**config.mk**
```make
export PLATFORM = sky130hd
export DESIGN_NAME = neuron_mac_sequencer
export DESIGN_NICKNAME = d
export VERILOG_FILES = /design/src/rtl/neuron_mac_sequencer_pkg.sv /design/src/rtl/neuron_mac_sequencer.sv
export SDC_FILE = /design/constraint.sdc
export NUM_CORES = 1
export LEC_CHECK = 0
export CORE_ASPECT_RATIO = 0.9
export CORE_MARGIN = 10
export CORE_UTILIZATION = 45
export CTS_CLUSTER_SIZE = 16
export DETAILED_ROUTE_END_ITERATION = 16
export DONT_BUFFER_PORTS = 1
export PLACE_DENSITY = 0.64
export SLEW_MARGIN = 10
export SYNTH_ARGS = -nofsm -noshare
export SYNTH_HDL_FRONTEND = slang
export SYNTH_SLANG_ARGS = --single-unit
```
**constraint.sdc**
```tcl
create_clock -name clk -period 10.05 [get_ports clk]
set_input_delay 1.005 -clock clk [delete_from_list [all_inputs] [get_ports clk]]
set_output_delay 1.005 -clock clk [all_outputs]
set_load 0.05 [all_outputs]
```
**src/rtl/neuron_mac_sequencer_pkg.sv**
```systemverilog
// Fixed-point types and helpers shared by the neuron datapath.
// frac_t is signed Q3.12; unit_t is unsigned Q0.8 covering [0, 1).
package neuron_mac_sequencer_pkg;

  localparam int unsigned FRAC_W  = 16;
  localparam int unsigned FRAC_FB = 12;
  localparam int unsigned UNIT_W  = 8;

  typedef logic signed [FRAC_W-1:0] frac_t;
  typedef logic        [UNIT_W-1:0] unit_t;

  localparam frac_t FRAC_MAX = 16'sh7FFF;
  localparam frac_t FRAC_MIN = 16'sh8000;

  typedef enum logic [1:0] {IDLE, MAC, FINAL, OUT} nms_state_t;

  function automatic frac_t unit_to_frac(input unit_t u);
    return frac_t'({{(FRAC_W-FRAC_FB){1'b0}}, u, {(FRAC_FB-UNIT_W){1'b0}}});
  endfunction

  // Full-precision product, arithmetic shift (truncates toward -inf), then saturate.
  function automatic frac_t frac_mul(input frac_t a, input frac_t b);
    logic signed [2*FRAC_W-1:0] p;
    p = (2*FRAC_W)'(a) * (2*FRAC_W)'(b);
    p = p >>> FRAC_FB;
    if (p > (2*FRAC_W)'(FRAC_MAX)) return FRAC_MAX;
    if (p < (2*FRAC_W)'(FRAC_MIN)) return FRAC_MIN;
    return p[FRAC_W-1:0];
  endfunction

endpackage

```
**src/rtl/neuron_mac_sequencer.sv**
```systemverilog
// Single-neuron evaluator: bias + sum(x[i]*w[i]) through one shared multiplier,
// one product per cycle, with optional ReLU and saturation at the end.
module neuron_mac_sequencer
  import neuron_mac_sequencer_pkg::*;
#(
  parameter int unsigned N        = 4,
  parameter bit          ACT_RELU = 1'b1
) (
  input  logic              clk,
  input  logic              rst,
  input  logic              in_valid,
  output logic              in_ready,
  input  unit_t [N-1:0]     x,
  input  frac_t [N-1:0]     w,
  input  frac_t             bias,
  output logic              out_valid,
  input  logic              out_ready,
  output frac_t             out,
  output logic              out_sat,
  output logic              busy
);

  localparam int unsigned IDX_W = (N > 1) ? $clog2(N) : 1;
  localparam int unsigned ACC_W = FRAC_W + $clog2(N) + 1;

  typedef logic signed [ACC_W-1:0] acc_t;

  nms_state_t       state, state_nx;
  logic [IDX_W-1:0] idx;
  acc_t             acc;
  unit_t [N-1:0]    x_r;
  frac_t [N-1:0]    w_r;
  frac_t            bias_r;

  logic  idx_last;
  frac_t prod;
  acc_t  mac_sum;
  acc_t  fin_sum;
  frac_t res;
  logic  res_sat;

  always_ff @(posedge clk or posedge rst) begin
    if (rst) state <= IDLE;
    else     state <= state_nx;
  end

  always_comb begin
    state_nx  = state;
    in_ready  = 1'b0;
    out_valid = 1'b0;
    busy      = 1'b1;
    unique case (state)
      IDLE: begin
        in_ready = 1'b1;
        busy     = 1'b0;
        if (in_valid) state_nx = MAC;
      end
      MAC:   if (idx_last) state_nx = FINAL;
      FINAL: state_nx = OUT;
      OUT: begin
        out_valid = 1'b1;
        if (out_ready) state_nx = IDLE;
      end
    endcase
  end

  always_comb begin
    idx_last = (idx == IDX_W'(N-1));
    prod     = frac_mul(unit_to_frac(x_r[idx]), w_r[idx]);
    mac_sum  = acc + acc_t'(prod);
    fin_sum  = acc + acc_t'(bias_r);
    res      = fin_sum[FRAC_W-1:0];
    res_sat  = 1'b0;
    if (fin_sum > acc_t'(FRAC_MAX)) begin
      res     = FRAC_MAX;
      res_sat = 1'b1;
    end else if (fin_sum < acc_t'(FRAC_MIN)) begin
      res     = FRAC_MIN;
      res_sat = 1'b1;
    end
    // ReLU clears the value but keeps the saturation flag of the pre-activation sum.
    if (ACT_RELU && res[FRAC_W-1]) res = '0;
  end

  always_ff @(posedge clk or posedge rst) begin
    if (rst) begin
      idx     <= '0;
      acc     <= '0;
      x_r     <= '0;
      w_r     <= '0;
      bias_r  <= '0;
      out     <= '0;
      out_sat <= 1'b0;
    end else begin
      unique case (state)
        IDLE: begin
          if (in_valid) begin
            x_r    <= x;
            w_r    <= w;
            bias_r <= bias;
            acc    <= '0;
            idx    <= '0;
          end
        end
        MAC: begin
          acc <= mac_sum;
          idx <= idx_last ? '0 : idx + IDX_W'(1);
        end
        FINAL: begin
          out     <= res;
          out_sat <= res_sat;
        end
        OUT: ;
      endcase
    end
  end

endmodule

```
## Yosys cells after proc, flatten, opt, wreduce, memory -nomap -nowiden

Index checks and enable logic that the tools add are counted.

| word-level totals | value |
|---|---|
| register bits after elaboration | 152 |
| bits of input ports | 116 |
| output and inout bits | 20 |
| logic and storage cells | 63 |

| cells by class | value |
|---|---|
| add/subtract/negate cells | 3 |
| multiply operators | 1 |
| $lt $le $gt $ge | 5 |
| eq/ne operators | 7 |
| multiplexer cells | 28 |
| reduce and logical (&&, ||, !) cells | 5 |

Operators by type and width:

| operator | number |
|---|---|
| 16-bit 2-to-1 mux | 7 |
| 19-bit by 16-bit adder with 19-bit output | 2 |
| 19-bit case mux with 2 select lines | 1 |
| 16-bit binary-select mux with 2-bit select | 1 |
| 9-bit by 16-bit multiplier with 25-bit output | 1 |
| 19-bit by 16-bit greater-than comparator with 1-bit output, second input constant | 1 |
| 19-bit by 16-bit less-than comparator with 1-bit output, second input constant | 1 |
| 19-bit 2-to-1 mux | 1 |
| 17-bit by 16-bit greater-than comparator with 1-bit output, second input constant | 1 |
| 17-bit by 16-bit less-than comparator with 1-bit output, second input constant | 1 |
| 8-bit binary-select mux with 2-bit select | 1 |
| 15-bit 2-to-1 mux | 1 |
| 2-bit 2-to-1 mux | 5 |
| 1-bit 2-to-1 mux | 8 |
| 8-bit 2-to-1 mux | 1 |
| 2-bit case mux with 4 select lines | 1 |
| 2-bit equality test, second input constant | 3 |
| 2-bit != test, second input constant | 3 |
| 2-bit case mux with 2 select lines | 1 |
| 2-bit AND reduction | 2 |
| 2-bit by 3-bit less-than comparator with 1-bit output, second input constant | 1 |
| 3-bit AND reduction | 1 |
| 2-bit by 1-bit adder with 2-bit output, second input constant | 1 |
| 2-bit by 1-bit equality test with 1-bit output, second input constant | 1 |
| other kinds (2) | 2 |

## Logic depth before layout (Yosys ltp)

| depth | value |
|---|---|
| depth in word-level cells | 10 |
| mapped depth | 36 |
| gate-level depth less buffers | 32 |

## Worst setup path after synthesis

No wires, ideal clock.

| timing path | value |
|---|---|
| path type | reg2reg |
| start point | reg idx[0] |
| end point | reg acc[18] |
| library setup time | 87 ps |
| arrival | 8519 ps |
| required time | 9963 ps |
| path slack | 1444 ps |
| stages on the path, launching flop included | 35 |
| buffers on the path | 3 |
| clock period less this slack | 8606 ps |
| cell sequence | dfrtp_1 buf_6 buf_1 mux4_2 and2_1 fa_1 inv_1 fa_1 inv_1 fa_1 inv_1 fa_1 inv_1 ha_1 a2111oi_0 o21ai_0 a221oi_1 o21ai_0 a21o_1 nand2_2 nand2_2 buf_2 a21oi_1 ha_1 inv_1 fa_1 nor2b_1 o2111ai_1 a211oi_1 o31ai_1 o21ai_0 a31o_2 a21oi_1 or4b_1 o211ai_1 |

| between the ends | value |
|---|---|
| cells in the longest elaborated chain, start to end | 10 |
| elaborated cells between the ends (all ways) | 15 |
| those cells by class | 1 x add/sub; 1 x mul; 2 x order compare; 11 x mux |

RTL lines:

| element | RTL line | text |
|---|---|---|
| from (decl) | neuron_mac_sequencer.sv:29 | `logic [IDX_W-1:0] idx;` |
| from (signal assigned) | neuron_mac_sequencer.sv:107 | `idx <= idx_last ? '0 : idx + IDX_W'(1);` |
| 8-bit binary-select mux with 2-bit select or 16-bit binary-select mux with 2-bit select (tied branches) | neuron_mac_sequencer.sv:69 | `prod = frac_mul(unit_to_frac(x_r[idx]), w_r[idx]);` |
| 8-bit 2-to-1 mux (implied by the code) or 16-bit 2-to-1 mux (tied branches) | neuron_mac_sequencer.sv:69 |  |
| 9-bit by 16-bit multiplier with 25-bit output (*) | neuron_mac_sequencer_pkg.sv:24 | `p = (2*FRAC_W)'(a) * (2*FRAC_W)'(b);` |
| 17-bit by 16-bit less-than comparator with 1-bit output | neuron_mac_sequencer_pkg.sv:27 | `if (p < (2*FRAC_W)'(FRAC_MIN)) return FRAC_MIN;` |
| 1-bit 2-to-1 mux (2 in a row) | neuron_mac_sequencer_pkg.sv:27 |  |
| 16-bit 2-to-1 mux | neuron_mac_sequencer_pkg.sv:28 | `return p[FRAC_W-1:0];` |
| 16-bit 2-to-1 mux (*) | neuron_mac_sequencer_pkg.sv:27 |  |
| 19-bit by 16-bit adder with 19-bit output (*) | neuron_mac_sequencer.sv:70 | `mac_sum = acc + acc_t'(prod);` |
| 19-bit case mux with 2 select lines (*) | neuron_mac_sequencer.sv:95 | `unique case (state)` |
| to (signal assigned) | neuron_mac_sequencer.sv:106 | `acc <= mac_sum;` |
| to (decl) | neuron_mac_sequencer.sv:30 | `acc_t acc;` |

Every way passes the cells marked *; elsewhere a longest branch is shown, timed or not. The select of a mux whose other input is x is not followed.
A chain may end at the register's enable or synchronous reset.

## Worst setup path after layout

Same ends and word-level chain as after synthesis.

==> flow_summary.toml <==
[run_status]
status = "finished, final reports clean"

[placed_design]
gp_congestion = 0.8980
io_buffer_count = 0
dpl.hpwl_um = 22580

[floorplan]
rows = 58
die_x_um = 196.4
start_util = 0.4535
die_y_um = 178.8
ios = 136
coreArea_um2 = 27790
die_area_um2 = 35110

[global_route]
grt_pass1_wl_um = 47230
grt_pass1_vias = 8812
grt_busiest_layer = "met2"
grtUsageMet2 = 0.2694
grt_antenna_before_repair = 6
grt_max_degree = 92
gr-usage-met1 = 0.2263
overflow = 0
grt_usage = 0.1670
grt_use_met3 = 0.03664

[setup_path]
end_kind = "flip-flop"
worst-endpoint-arrival_ns = 9.67
timing_worst_setup_path_type = "flip-flop to flip-flop"
reg2reg_depth = 31
worstReg2RegStart = "idx[0]"
max_stage_delay_ns = 0.76
startpoint_type = "flip-flop"
required_ns = 10.40
r2r_end = "acc[18]"
rrSetupSlack_ns = 0.73
path_max_fanout = 17
slowest_stage = "mux4_2"

[logic_synthesis]
yosysTopAreaCellShare = 0.2998
ys_seq_area_frac = 0.2998
avgSynthCellArea_um2 = 10.69
synth_ff_type = "dfrtp_1"
synth_nets = 1486
synth.most_common_cell = "inv_1"
async_flop_share = 1.000
ys_seq_elements = 151
synthTopCellsByCount = "154 x inv_1, 151 x dfrtp_1, 112 x mux2_2"
ys_warn_count = 0
syn-instance-count = 1179
yosys-top-cells-area = "dfrtp_1 30%, fa_1 16%, mux2_2 10%, ha_1 8.7%, inv_1 4.6%"
synth_cell_types = 69
synth_edf_count = 0
synth_area_um2 = 12600
synth_area_leader_cell = "dfrtp_1"

[clock_tree]
numClockSinks = 151
numCtsBuffers = 17
ctsHtreeMaxLevel = 4
clkSlewWorstSetupHoldPaths_ns = 0.08
cts_hold_buf = 0
cts-root-buf = "clkbuf_16"
clk_path_buf_depth = 2
tritoncts = "yes"
insertion_delay_ns = 0.44
ctsResizeCount = 0
post_cts_buffers = 0

[sta]
finalHoldViolCount = 0
max_slew_margin = 0.3026
drv_slew = 0
finalCritPeriodShare = 0.9275
fin_setup_tns_ns = 0
worst_slew_pin_slew_ns = 1.046
rsz0062_at_grt = "false"
finalCriticalPeriod_ns = 9.321
fin_skew_ns = 0.02102
setup_viol = 0
fmax_ghz = 0.1073

[routing]
via_count = 8543
post_drt_wl_per_cell_um = 18.61
drt_pre_antenna_iters = 5
vias_per_cell = 5.540
antenna_left = 0
drtIter0Drc = 313
drc = 0
drt_wl_total_um = 28700

[min_path]
hold_end = "w_r[56]"
hp-start = "w_r[56]"
hp-class = "flip-flop to flip-flop"
min_delay_path_depth = 1

[layout]
area_growth_syn_to_layout_pct = 7.713
fillers = 2484
nNetsFinal = 1475
drive_above_1_share = 0.1685

[flow_run]
cap_violations = 0
-- state kept, by name, summed over array words and instances (netlist names) --
register  cells
acc          19
out          15
state         2
w_r          64
bias_r       16
out_sat       1
x_r          32
idx           2
-- worst max-delay path: cells and delay by family, from the launching register on --
kind,cells,cell delay (ns)
fa+ha+maj,7,3.07
compound gates,13,3.06
simple gates,5,1.27
mux,1,0.76
flops,1,0.71
buf+inv,5,0.35
-- cell usage in the layout (no fill, tap or decap), types with 13 or more instances in the layout --
master / netlist / final
mux4_2: 25 / 25
nand2_1: 96 / 95
mux2_2: 112 / 112
xnor2_1: 20 / 20
a21o_1: 24 / 24
nor2_1: 24 / 24
dfrtp_1: 151 / 150
ha_1: 88 / 88
a21oi_1: 53 / 53
fa_1: 103 / 103
xor2_1: 28 / 28
clkbuf_16: 0 / 17
o21ai_0: 43 / 43
inv_1: 154 / 153
a41oi_1: 13 / 13
and2_1: 80 / 80
-- through the flow --
stage	utilization	worst slack (ns)	cell area (µm²)	cells	hold WS, ns
CTS	0.4884	0.8409	13570	1541	0.5083
floorplan	-	1.444	12600	1179	0.4739
finish	0.4885	0.7286	13580	1542	0.5032
global route	0.4885	0.09797	13580	1542	0.5137
detailed placement	0.4662	0.8875	12960	1509	0.4916
global placement	0.4662	1.099	12960	1509	0.4835
-- layout make-up --
type / count / area [µm²] / area share
antenna: 1 / 2.502 / 0.0001843
tap: 360 / 450.4 / 0.03318
clock buffer: 17 / 425.4 / 0.03133
inverter: 155 / 586.8 / 0.04322
clock inverter: 15 / 191.4 / 0.01410
timing repair buffer: 7 / 52.55 / 0.003871
multi-input combinational: 836 / 8088 / 0.5957
sequential: 151 / 3780 / 0.2784
-- routing by layer --
layer  up-vias  share of wire
li1       3989              -
met1      4357           0.46
met2       164           0.48
met3        25          0.046
met4         8         0.0093
met5         -         0.0016
-- cell families (layout without fill, tap and decap cells) --
logic type | count (synthesis) | after routing | share of synthesized area
and+or+nand+nor | 256 | 256 | 0.1025
AOI/OAI and AO/OA | 202 | 202 | 0.1079
buffers and inverters | 192 | 194 | 0.05916
adders and majority gates | 191 | 191 | 0.2509
DFF | 151 | 151 | 0.2998
muxes | 137 | 137 | 0.1447
xor gates and xnor gates | 49 | 49 | 0.03464
other | 1 | 2 | 0.0002975
-- worst max path at each step --
stage | to | slack, ns | from | depth (start not counted)
3_5_place_dp | acc[18] | 0.89 | idx[0] | 31
5_1_grt | acc[18] | 0.1 | idx[0] | 31
4_1_cts | acc[18] | 0.84 | idx[0] | 31
2_1_floorplan | acc[18] | 1.44 | idx[0] | 34
6_report | acc[18] | 0.73 | idx[0] | 31
3_3_place_gp | acc[18] | 1.10 | idx[0] | 31
Power is not shown: default switching activity piles up to over one toggle a cycle in this logic, so the estimate is an artifact.
